**src/rtl/vec_pair_sequencer_if.sv**
```systemverilog
// Operand-pair input stream and result output stream of vec_pair_sequencer.
// A beat transfers on a rising clk edge where valid && ready. A producer holds valid and payload steady until that edge, and valid never waits on ready.
interface vec_pair_sequencer_if;
  logic        in_valid;
  logic        in_ready;
  logic [31:0] in_a;
  logic [31:0] in_b;
  logic        out_valid;
  logic        out_ready;
  logic [31:0] out_data;
  logic        out_last;

  modport master (
    output in_valid, in_a, in_b, out_ready,
    input  in_ready, out_valid, out_data, out_last
  );

  modport slave (
    input  in_valid, in_a, in_b, out_ready,
    output in_ready, out_valid, out_data, out_last
  );
endinterface

```
**src/rtl/vec_pair_sequencer.sv**
```systemverilog
// Loads VECTOR_LEN operand pairs, kicks a vec_vec_to_vec engine, then streams its result vector out.
// Optional macro VEC_SEQ_TIMEOUT_EN aborts a RUN that lasts TIMEOUT_CYCLES and sets a sticky error flag.
module vec_pair_sequencer #(
   parameter int VECTOR_LEN     = 4,
   parameter int TIMEOUT_CYCLES = 64
) (
   input  logic                       clk,
   input  logic                       rst_n,
   vec_pair_sequencer_if.slave        bus,
   output logic                       dut_rst,
   output logic [VECTOR_LEN-1:0][31:0] dut_vec1,
   output logic [VECTOR_LEN-1:0][31:0] dut_vec2,
   input  logic [VECTOR_LEN-1:0][31:0] dut_result,
   input  logic                       dut_done,
   output logic                       busy,
   output logic                       error,
   output logic [1:0]                 dbg_state
);

   if (VECTOR_LEN < 1 || TIMEOUT_CYCLES < 2) begin : g_bad_params
      $error("vec_pair_sequencer: VECTOR_LEN must be >= 1 and TIMEOUT_CYCLES >= 2");
   end

   localparam int IDX_W = (VECTOR_LEN > 1) ? $clog2(VECTOR_LEN) : 1;
   localparam logic [IDX_W-1:0] LAST_IDX = IDX_W'(VECTOR_LEN - 1);

   typedef enum logic [1:0] {
      LOAD  = 2'd0,
      KICK  = 2'd1,
      RUN   = 2'd2,
      DRAIN = 2'd3
   } state_t;

   state_t                        state_q;
   logic [IDX_W-1:0]              wr_idx_q;
   logic [IDX_W-1:0]              rd_idx_q;
   logic [IDX_W-1:0]              rd_idx_d;
   logic                          in_ready_q;
   logic                          out_valid_q;
   logic                          out_last_q;
   logic [31:0]                   out_data_q;
   logic                          dut_rst_q;
   logic [VECTOR_LEN-1:0][31:0]   vec1_q;
   logic [VECTOR_LEN-1:0][31:0]   vec2_q;
   logic [VECTOR_LEN-1:0][31:0]   buf_q;
   logic                          in_fire;
   logic                          out_fire;

`ifdef VEC_SEQ_TIMEOUT_EN
   localparam int CNT_W = $clog2(TIMEOUT_CYCLES);
   localparam logic [CNT_W-1:0] TO_LAST = CNT_W'(TIMEOUT_CYCLES - 1);
   logic [CNT_W-1:0] tcnt_q;
   logic             error_q;
   assign error = error_q;
`else
   assign error = 1'b0;
`endif

   assign in_fire  = bus.in_valid && in_ready_q;
   assign out_fire = out_valid_q && bus.out_ready;
   assign rd_idx_d = rd_idx_q + 1'b1;

   assign bus.in_ready  = in_ready_q;
   assign bus.out_valid = out_valid_q;
   assign bus.out_data  = out_data_q;
   assign bus.out_last  = out_last_q;
   assign dut_rst       = dut_rst_q;
   assign dut_vec1      = vec1_q;
   assign dut_vec2      = vec2_q;
   assign busy          = (state_q != LOAD);
   assign dbg_state     = state_q;

   always_ff @(posedge clk or negedge rst_n) begin
      if (!rst_n) begin
         state_q     <= LOAD;
         wr_idx_q    <= '0;
         rd_idx_q    <= '0;
         in_ready_q  <= 1'b0;
         out_valid_q <= 1'b0;
         out_last_q  <= 1'b0;
         out_data_q  <= '0;
         dut_rst_q   <= 1'b1;
         vec1_q      <= '0;
         vec2_q      <= '0;
         buf_q       <= '0;
`ifdef VEC_SEQ_TIMEOUT_EN
         tcnt_q      <= '0;
         error_q     <= 1'b0;
`endif
      end else begin
         // The engine start pulse is only ever held for the single KICK cycle.
         dut_rst_q <= 1'b0;
         case (state_q)
            LOAD: begin
               in_ready_q <= 1'b1;
               if (in_fire) begin
                  vec1_q[wr_idx_q] <= bus.in_a;
                  vec2_q[wr_idx_q] <= bus.in_b;
`ifdef VEC_SEQ_TIMEOUT_EN
                  error_q <= 1'b0;
`endif
                  if (wr_idx_q == LAST_IDX) begin
                     wr_idx_q   <= '0;
                     in_ready_q <= 1'b0;
                     dut_rst_q  <= 1'b1;
                     state_q    <= KICK;
                  end else begin
                     wr_idx_q <= wr_idx_q + 1'b1;
                  end
               end
            end
            KICK: begin
`ifdef VEC_SEQ_TIMEOUT_EN
               tcnt_q <= '0;
`endif
               state_q <= RUN;
            end
            RUN: begin
               // A done arriving on the timeout cycle still wins.
               if (dut_done) begin
                  buf_q       <= dut_result;
                  out_valid_q <= 1'b1;
                  out_data_q  <= dut_result[0];
                  out_last_q  <= (LAST_IDX == '0);
                  state_q     <= DRAIN;
               end
`ifdef VEC_SEQ_TIMEOUT_EN
               else if (tcnt_q == TO_LAST) begin
                  error_q    <= 1'b1;
                  in_ready_q <= 1'b1;
                  state_q    <= LOAD;
               end else begin
                  tcnt_q <= tcnt_q + 1'b1;
               end
`endif
            end
            DRAIN: begin
               if (out_fire) begin
                  if (rd_idx_q == LAST_IDX) begin
                     rd_idx_q    <= '0;
                     out_valid_q <= 1'b0;
                     out_last_q  <= 1'b0;
                     in_ready_q  <= 1'b1;
                     state_q     <= LOAD;
                  end else begin
                     rd_idx_q   <= rd_idx_d;
                     out_data_q <= buf_q[rd_idx_d];
                     out_last_q <= (rd_idx_d == LAST_IDX);
                  end
               end
            end
            default: state_q <= LOAD;
         endcase
      end
   end

endmodule

```
**src/flat_wrapper.sv**
```systemverilog
// flat-port wrapper written by rule: the top's interface ports become plain ports
module vec_pair_sequencer_flat 
#(
   parameter int VECTOR_LEN     = 4,
   parameter int TIMEOUT_CYCLES = 64
)
  (clk, rst_n, dut_rst, dut_vec1, dut_vec2, dut_result, dut_done, busy, error, dbg_state, bus_in_valid, bus_in_a, bus_in_b, bus_out_ready, bus_in_ready, bus_out_valid, bus_out_data, bus_out_last);
  vec_pair_sequencer_if bus_i ();
  input  logic clk;
  input  logic rst_n;
  output logic dut_rst;
  output logic [VECTOR_LEN-1:0][31:0] dut_vec1;
  output logic [VECTOR_LEN-1:0][31:0] dut_vec2;
  input  logic [VECTOR_LEN-1:0][31:0] dut_result;
  input  logic dut_done;
  output logic busy;
  output logic error;
  output logic [1:0] dbg_state;
  input wire logic [$bits(bus_i.in_valid)-1:0] bus_in_valid;
  input wire logic [$bits(bus_i.in_a)-1:0] bus_in_a;
  input wire logic [$bits(bus_i.in_b)-1:0] bus_in_b;
  input wire logic [$bits(bus_i.out_ready)-1:0] bus_out_ready;
  output wire logic [$bits(bus_i.in_ready)-1:0] bus_in_ready;
  output wire logic [$bits(bus_i.out_valid)-1:0] bus_out_valid;
  output wire logic [$bits(bus_i.out_data)-1:0] bus_out_data;
  output wire logic [$bits(bus_i.out_last)-1:0] bus_out_last;
  assign bus_i.in_valid = bus_in_valid;
  assign bus_i.in_a = bus_in_a;
  assign bus_i.in_b = bus_in_b;
  assign bus_i.out_ready = bus_out_ready;
  assign bus_in_ready = bus_i.in_ready;
  assign bus_out_valid = bus_i.out_valid;
  assign bus_out_data = bus_i.out_data;
  assign bus_out_last = bus_i.out_last;
  vec_pair_sequencer #(.VECTOR_LEN(VECTOR_LEN), .TIMEOUT_CYCLES(TIMEOUT_CYCLES)) u_core (.clk(clk), .rst_n(rst_n), .bus(bus_i), .dut_rst(dut_rst), .dut_vec1(dut_vec1), .dut_vec2(dut_vec2), .dut_result(dut_result), .dut_done(dut_done), .busy(busy), .error(error), .dbg_state(dbg_state));
endmodule
```
**config.mk**
```make
export PLATFORM = sky130hd
export DESIGN_NAME = vec_pair_sequencer_flat
export DESIGN_NICKNAME = d
export VERILOG_FILES = /design/src/rtl/vec_pair_sequencer_if.sv /design/src/rtl/vec_pair_sequencer.sv /design/src/flat_wrapper.sv
export SDC_FILE = /design/constraint.sdc
export NUM_CORES = 1
export LEC_CHECK = 0
export ABC_AREA = 1
export CELL_PAD_IN_SITES_DETAIL_PLACEMENT = 1
export CELL_PAD_IN_SITES_GLOBAL_PLACEMENT = 1
export CORE_AREA = 5 5 217 219
export CTS_BUF_LIST = sky130_fd_sc_hd__clkbuf_4
export DETAILED_ROUTE_END_ITERATION = 7
export DIE_AREA = 0 0 222 224
export PLACE_DENSITY = 0.95
export SLEW_MARGIN = 20
export SYNTH_ARGS = -nofsm -noshare
export SYNTH_HDL_FRONTEND = slang
export SYNTH_SLANG_ARGS = --single-unit
```
**constraint.sdc**
```tcl
create_clock -name clk -period 5.9 [get_ports clk]
set_input_delay 0.885 -clock clk [delete_from_list [all_inputs] [get_ports clk]]
set_output_delay 0.885 -clock clk [all_outputs]
set_load 0.02 [all_outputs]
```
# Word level (Yosys, flattened, before mapping)
# Index checks and enable logic that the tools add are counted.
[totals]
wordCells = 86
out_inout_bits = 296
in_bits = 197
reg_bits = 426
[classes]
muxes = 34
n_lt_le_gt_ge = 3
n_addsub = 2
n_eq_ne = 12
reduce_logical = 15
[op_table]
columns = ["cell", "n"]
rows = [
  ["bitwise mux 128 bit", 2],
  ["two-way mux 32 bit", 5],
  ["binary-select mux 32 bit (select 2 bit)", 1],
  ["demux 32 bit (select 2 bit)", 1],
  ["case mux 32 bit (2 select lines)", 1],
  ["two-way mux 2 bit", 7],
  ["two-way mux 1 bit", 13],
  ["equality test 2 bit, second input constant", 5],
  ["inequality test 2 x 1 -> 1 bit, second input constant", 4],
  ["case mux 2 bit (4 select lines)", 1],
  ["AND reduction 4 bit", 2],
  ["< comparator 2 x 3 -> 1 bit, second input constant", 2],
  ["case mux 1 bit (2 select lines)", 3],
  ["AND reduction 2 bit", 3],
  ["AND reduction 3 bit", 2],
  ["nonzero test 2 bit", 3],
  ["AND reduction 5 bit", 1],
  ["adder 2 x 1 -> 2 bit, second input constant", 2],
  ["inequality test 2 bit, second input constant", 2],
  ["logical AND 1 bit", 3],
  ["equality test 2 x 1 -> 1 bit, second input constant", 1],
  ["greater-or-equal comparator 2 x 1 -> 1 bit, second input constant", 1],
  ["logical NOT 2 bit", 1],
]

# Logic depth before layout (Yosys ltp)
# Gate-level depths: netlist of run 1.
[depth]
depth_word = 6
ltp_mapped = 12
mapped_depth_nobuf = 9

# Worst setup path before layout of run 1
# OpenSTA, ideal clock, no wires.
[synth_timing]
kind = "register to output"
start = "register u_core.state_q[0], in the netlist u_core.dbg_state[0]"
end = "output busy"
required_ns = 5.015
path_slack_ns = 4.018
path_stages_with_launch = 4
arrival_time_ns = 0.997
n_path_buf = 0
path_cell_list = "dfrtp_1 inv_1 ha_1 inv_2"
[synth_between]
elab_chain_len = 1
[synth_rtl]
columns = ["item", "line_no", "text"]
rows = [
  ["start, declared", "vec_pair_sequencer.sv:34", "state_t state_q;"],
  ["start signal, assigned", "vec_pair_sequencer.sv:75", "state_q <= LOAD;"],
  ["start signal, assigned", "vec_pair_sequencer.sv:106", "state_q <= KICK;"],
  ["start signal, assigned", "vec_pair_sequencer.sv:116", "state_q <= RUN;"],
  ["nonzero test 2 bit", "vec_pair_sequencer.sv:70", "assign busy = (state_q != LOAD);"],
  ["end, declared", "flat_wrapper.sv:16", "output logic busy;"],
]
# No other way between the ends.

# Worst setup path after layout of run 1
# Same ends and word-level chain as after synthesis.

==> run_results.csv, run 1 <==
group,metric,value,unit
outcome,outcome,"finished clean",
logic_synthesis,syn_nets,1933,
run,maxCapViolCount,0,
power,total_leakage_power,0.01147,µW
placement,dp_cells,2724,
cts,cts-hold-fix-buffers,0,
global_routing,grt_max_degree,126,
detailed_routing,avgRoutedWirePerCell,24.67,µm
timing,rsz0062_at_grt,"false",
cells_and_area,area_delta_synth_final,34.98,%
logic_synthesis,synth.avg_cell_area,10.53,µm²
global_routing,grtUsageMet3,0.1111,
global_routing,track_usage,0.2844,
floorplanning,io-pin-count,493,
detailed_routing,post_drt_via_cell_ratio,5.310,
logic_synthesis,ys_seq_area_frac,0.5868,
timing,setup_violations,0,
logic_synthesis,synthFlopType,"dfrtp_1",
logic_synthesis,yosys_warnings,0,
critical_path,cp.required,5.02,ns
logic_synthesis,synth-xor-area-share,0,
cts,path_clk_slew,0.08,ns
placement,gp_congestion,0.8608,
timing,tns,0,ns
floorplanning,core.rowCount,78,
cts,cts.repair.resized,0,
logic_synthesis,synth.top_cells.by_count,"nand2_1 (567), dfrtp_1 (425), o21ai_2 (160)",
timing,finalHoldWorstSlack,0.09132,ns
logic_synthesis,netlist_area,18170,µm²
critical_path,end_kind,"output pin",
timing,fin_crit,3.332,ns
global_routing,busiest_layer,"met2",
global_routing,grt_overflow,0,
logic_synthesis,synth_top_family_by_area,"simple AND/OR/NAND/NOR gates",
logic_synthesis,synth_top_area_cell,"dfrtp_1",
cells_and_area,final-instance-count-excl-fill,2918,
timing,slew_headroom,0.2672,
logic_synthesis,synth_area_leaders,"dfrtp_1 (59%), nand2_1 (12%), mux2_2 (7.9%)",
floorplanning,die_height,224,µm
critical_path,crit_fanout,5,
detailed_routing,drc,0,
cells_and_area,final_area,24530,µm²
global_routing,use_met1,0.3129,
placement,dp_hpwl,46.79,mm
logic_synthesis,synth_seq_cells,426,
cts,clk-insertion-delay-late,0.90,ns
timing,clock.fmax,300.1,MHz
placement,port_buffers,491,
timing,hold_violations,0,
cts,cts_tree,"yes",
cts,cts_buffer_depth,3,
logic_synthesis,synth-compound-area-share,0.1059,
placement,postPlaceCellArea,23100,µm²
timing,drv_slew,0,
power,p_per_area,627.7,nW/µm²
logic_synthesis,asyncSetResetFlopFracSynth,1.000,
power,ir_drop,360.4,µV
logic_synthesis,yosys.cell_count.top_type,"nand2_1",
logic_synthesis,netlist_instances,1725,
floorplanning,core,44890,µm²
logic_synthesis,synthDistinctLibCells,26,
detailed_routing,antenna_left,0,
detailed_routing,firstDrtPassIters,5,
global_routing,use_met2,0.4828,
logic_synthesis,synthMuxAreaShare,0.07933,
detailed_routing,vias,15500,
floorplanning,initial_core_util,0.4047,
detailed_routing,drt_wl_total,71.98,mm
detailed_routing,drt_first_iter_violations,1026,
floorplanning,die-area,49730,µm²
timing,worst_pin_slew,1.099,ns
cts,clock_sinks,426,
critical_path,cp_data_arrival_time,2.45,ns
logic_synthesis,synth_top_area_share,0.5853,
global_routing,grt_first_pass_wirelength,110.5,mm
global_routing,grt_pass1_vias,17790,
cts,htreeDepth,3,
timing,fin_crit_sh,0.5648,
cells_and_area,finalNetCount,2446,
critical_path,path_class,"reg -> out",
cts,postCtsSetupRepairBufs,0,
floorplanning,die_x,222,µm
logic_synthesis,synth_edf_count,0,
cts,cts_root_buffer,"clkbuf_4",
cts,numCtsBuffers,112,
critical_path,cp-start-kind,"flop",
critical_path,ff2ff_setup_slack,2.74,ns
logic_synthesis,yosys.area_share.simple,0.1555,
cells_and_area,drive_gt1_frac,0.2115,
min_path,hold_path_class,"in -> async",
logic_synthesis,synth_fa_ha_area_frac,0.007575,
global_routing,antenna_found_initial,4,
timing,clock_skew,0.09399,ns
[power breakdown]
| group | leakage [µW] | internal (µW) | switching [µW] | total, µW |
|---|---|---|---|---|
| clock network | 0.000848 | 1370 | 1350 | 2720 |
| logic | 0.00536 | 3040 | 4330 | 7370 |
| registers | 0.00527 | 4330 | 976 | 5300 |
| total | 0.0115 | 8740 | 6660 | 15400 |
[cell type report]
class,instances,area (µm²)
Fill cell,4882,20370
Antenna cell,1,2.502
Multi-Input combinational cell,1117,6342
Sequential cell,426,10660
Timing Repair Buffer,505,5062
Clock inverter,33,219.0
Tap cell,600,750.7
Clock buffer,160,1201
Inverter,76,285.3
[routing by layer]
| metal | part of all wire | wire [µm] |
|---|---|---|
| met4 | 0.050 | 3605 |
| met3 | 0.092 | 6614 |
| met1 | 0.36 | 25830 |
| met2 | 0.50 | 35880 |
| met5 | 0.00061 | 44 |
[worst paths after layout]
kind | startpoint | to | cells after the start
min reg2reg | u_core.dut_vec2[13] | u_core.dut_vec2[13] | 2
max in group asynchronous | rst_n | u_core.buf_q[45] | 2
min in group clk | u_core.dut_vec2[13] | u_core.dut_vec2[13] | 2
max reg2reg | u_core.dbg_state[0] | u_core.bus.out_data[13] | 9
min | rst_n | u_core.buf_q[3] | 1
max | u_core.dbg_state[0] | busy | 4
[layout by cell type, fill, tap and decap left out, types with 2 or more instances in the layout]
cell type and instances:
nand2_1 566, bufinv_16 3, dfrtp_1 424, o21ai_0 12
clkdlybuf4s50_1 490, clkinv_2 5, clkinv_1 21, nand3_1 67
inv_1 74, nand4_1 2, buf_4 11, ha_1 10
or2_2 2, nor2_1 68, clkbuf_4 160, nand2_4 5
o21ai_1 91, o21ai_2 160, inv_2 4, mux2_2 128
buf_12 3
[worst max-delay path, cell delays in order, from the launching register on]
cell             delay [ns]
dfrtp_1                0.44
inv_1                  0.11
ha_1                   0.26
inv_2                  0.13
clkdlybuf4s50_1        0.68
[flip-flops by register name (all words and copies together) (netlist names)]
signal and count:
u_core.bus.out_valid 1, u_core.dut_rst 1, u_core.dut_vec2 128, u_core.bus.out_data 32, u_core.buf_q 128, u_core.dut_vec1 128
u_core.wr_idx_q 2, u_core.dbg_state 2, u_core.bus.out_last 1, u_core.bus.in_ready 1, u_core.rd_idx_q 2
[cell families after synthesis]
group                      after synthesis
buffers and inverters                  182
adders and majority gates               11
and+or+nand+nor                        713
AOI/OAI and AO/OA                      264
muxes                                  128
DFF                                    426
other                                    1
[metrics by stage]
stage | total power (µW) | util | setup WS, ns
global route | 16180 | 0.5463 | 2.398
detailed placement | 12430 | 0.5146 | 2.291
finish | 15390 | 0.5463 | 2.568
CTS | 15460 | 0.5463 | 2.445
global placement | 11890 | 0.5146 | 2.467
floorplan | 9072 | - | 4.018
Power figures use the tool's default switching activity.
==> run 2: changes to the inputs <==
Settings changed: CORE_AREA 5 5 217 219 to 5 5 225 227, DIE_AREA 0 0 222 224 to 0 0 230 232, PLACE_DENSITY 0.95 to 0.89.
Clock period 5.9 ns to 3.13 ns, I/O delays scaled along.
==> run_results.csv, run 2 (same netlist as run 1, synthesis figures left out) <==
group,metric,value,unit
outcome,outcome,"finished clean",
global_routing,grt_max_degree,114,
placement,port_buffers,491,
critical_path,crit_end,"busy",
floorplanning,die_x,230,µm
critical_path,ff2ff_setup_slack,0.79,ns
floorplanning,die_height,232,µm
cells_and_area,layout_commonest_cell,"nand2_1",
power,sequentialPowerShare,0.341,
cts,clk-insertion-delay-late,0.88,ns
detailed_routing,drt_wl_total,68.58,mm
cts,path_clk_slew,0.06,ns
critical_path,worst_path_largest_cell_delay,0.69,ns
cts,clock_sinks,426,
floorplanning,core,48440,µm²
timing,fin_crit_sh,0.9419,
global_routing,grt_first_pass_wirelength,106.3,mm
placement,postPlaceCellArea,23350,µm²
critical_path,crit_fanout,5,
power,switchingPower,12210,µW
timing,hold_violations,0,
floorplanning,core.rowCount,81,
floorplanning,initial_core_util,0.3751,
timing,setup_violations,0,
critical_path,startpoint,"u_core.dbg_state[0]",
timing,rsz0062_at_grt,"false",
power,total_leakage_power,0.01165,µW
critical_path,worstReg2RegEnd,"u_core.bus.out_data[28]",
global_routing,antenna_found_initial,4,
detailed_routing,avgRoutedWirePerCell,23.11,µm
global_routing,use_met2,0.4446,
power,p_clk_frac,0.184,
timing,slew_headroom,0.4361,
detailed_routing,vias,15160,
global_routing,use_met1,0.2736,
timing,drv_slew,0,
critical_path,cpMaxStageDelayCell,"clkdlybuf4s50_1",
critical_path,cp-start-kind,"flop",
timing,clock.fmax,339.2,MHz
timing,clock_skew,0.06944,ns
placement,gp_congestion,0.8337,
cells_and_area,drive_gt1_frac,0.2196,
power,total_power,29020,µW
detailed_routing,drc,0,
global_routing,busiest_layer,"met2",
cts,cts_root_buffer,"clkbuf_4",
cells_and_area,final_cell_mix,"nand2_1 (566), clkdlybuf4s50_1 (490), dfrtp_1 (424), clkbuf_4 (167), o21ai_2 (160)",
cells_and_area,finalNetCount,2465,
floorplanning,io-pin-count,493,
cells_and_area,final_area,24890,µm²
placement,dp_cells,2762,
critical_path,cp_num_buf_inv,3,
power,power.share.switching,0.4206,
cells_and_area,final-instance-count-excl-fill,2967,
floorplanning,die-area,53360,µm²
min_path,hold_path_class,"in -> async",
cells_and_area,area_delta_synth_final,36.99,%
critical_path,path_depth,4,
cells_and_area,fill_cells,5318,
cts,htreeDepth,3,
power,pwr-share-comb,0.475,
detailed_routing,antenna_left,0,
global_routing,grtUsageMet3,0.1102,
critical_path,cp_data_arrival_time,2.48,ns
critical_path,end_kind,"output pin",
cts,numCtsBuffers,114,
global_routing,grt_pass1_vias,17650,
critical_path,path_class,"reg -> out",
critical_path,crit_family,"buffers and inverters",
global_routing,grt_overflow,0,
power,p_per_area,1166,nW/µm²
critical_path,worst_r2r_path_depth,9,
placement,dp_hpwl,45.69,mm
cts,postCtsSetupRepairBufs,0,
critical_path,timing.rr.start,"u_core.dbg_state[0]",
cts,cts_tree,"yes",
detailed_routing,post_drt_via_cell_ratio,5.108,
run,maxCapViolCount,0,
timing,worst_pin_slew,0.8459,ns
detailed_routing,firstDrtPassIters,4,
cts,cts_buffer_depth,3,
global_routing,track_usage,0.2546,
timing,fin_crit,2.948,ns
critical_path,path_cells,"inv_1 -> ha_1 -> inv_2 -> clkdlybuf4s50_1",
detailed_routing,drt_first_iter_violations,852,
critical_path,cp.required,2.66,ns
power,ir_drop,655.2,µV
timing,tns,0,ns
power,intPower,16820,µW
[run 2: changes by cell type in the layout (fill, tap and decap cells not counted), sizes merged]
| cell | delta |
|---|---|
| clkinv | -2 |
| bufinv | +2 |
| diode | +3 |
| dlygate4sd3 | +1 |
| clkbuf | +7 |
| buf | +16 |
[run 2: worst min-delay path by stage]
stage | from | endpoint | slack [ns] | cells after the start
final | rst_n | u_core.buf_q[38] | 0.21 | 2
after floorplan | rst_n | u_core.buf_q[0] | 0.17 | 0
after global placement | u_core.dut_vec1[27] | u_core.dut_vec1[27] | 0.46 | 2
after CTS | dut_result[90] | u_core.buf_q[90] | 0.10 | 2
after global routing | dut_result[90] | u_core.buf_q[90] | 0.11 | 2
after detailed placement | u_core.dut_vec2[117] | u_core.dut_vec2[117] | 0.47 | 2
[run 2: power groups by stage]
stage / clock network, µW / logic [µW] / registers, µW
finish: 5350 / 13800 / 9880
global route: 5820 / 14700 / 10100
CTS: 5500 / 13900 / 9850
detailed placement: 0 / 13600 / 9810
global placement: 0 / 12900 / 9580
floorplan: 0 / 5550 / 11600
[run 2: cell type report]
class                           instances  area [µm²]  area share
Antenna cell                            4       10.01   0.0004021
Clock buffer                          167        1254     0.05037
Clock inverter                         33       266.5     0.01071
Inverter                               76       285.3     0.01146
Multi-Input combinational cell       1117        6342      0.2548
Sequential cell                       426       10660      0.4284
Tap cell                              622       778.2     0.03127
Timing Repair Buffer                  522        5293      0.2126
[run 2: stage by stage]
step / setup slack (ns) / util / hold WS [ns]
floorplan: 1.270 / - / 0.1739
global placement: 0.8525 / 0.4820 / 0.4648
detailed placement: 0.7278 / 0.4820 / 0.4715
CTS: 0.06451 / 0.5136 / 0.1025
global route: 0.01270 / 0.5138 / 0.1116
finish: 0.1818 / 0.5138 / 0.2060
[run 2: what timing repair did]
item,in CTS,in global routing
hold endpoints to repair,60,0
hold buffers,1,0
gates resized for setup,0,0
endpoints found under the setup margin,0,0
[run 2: layer usage]
metal  wire [µm]  up-vias
met4        2642        4
met2       34650      597
met5          27        -
li1            -     6705
met1       24830     7692
met3        6426      157
==> run 3: changes to the inputs <==
Settings changed: SLEW_MARGIN 20 to 40.
==> results of run 3 <==
Final layout, timing and power as in run 2 (identical DEF).
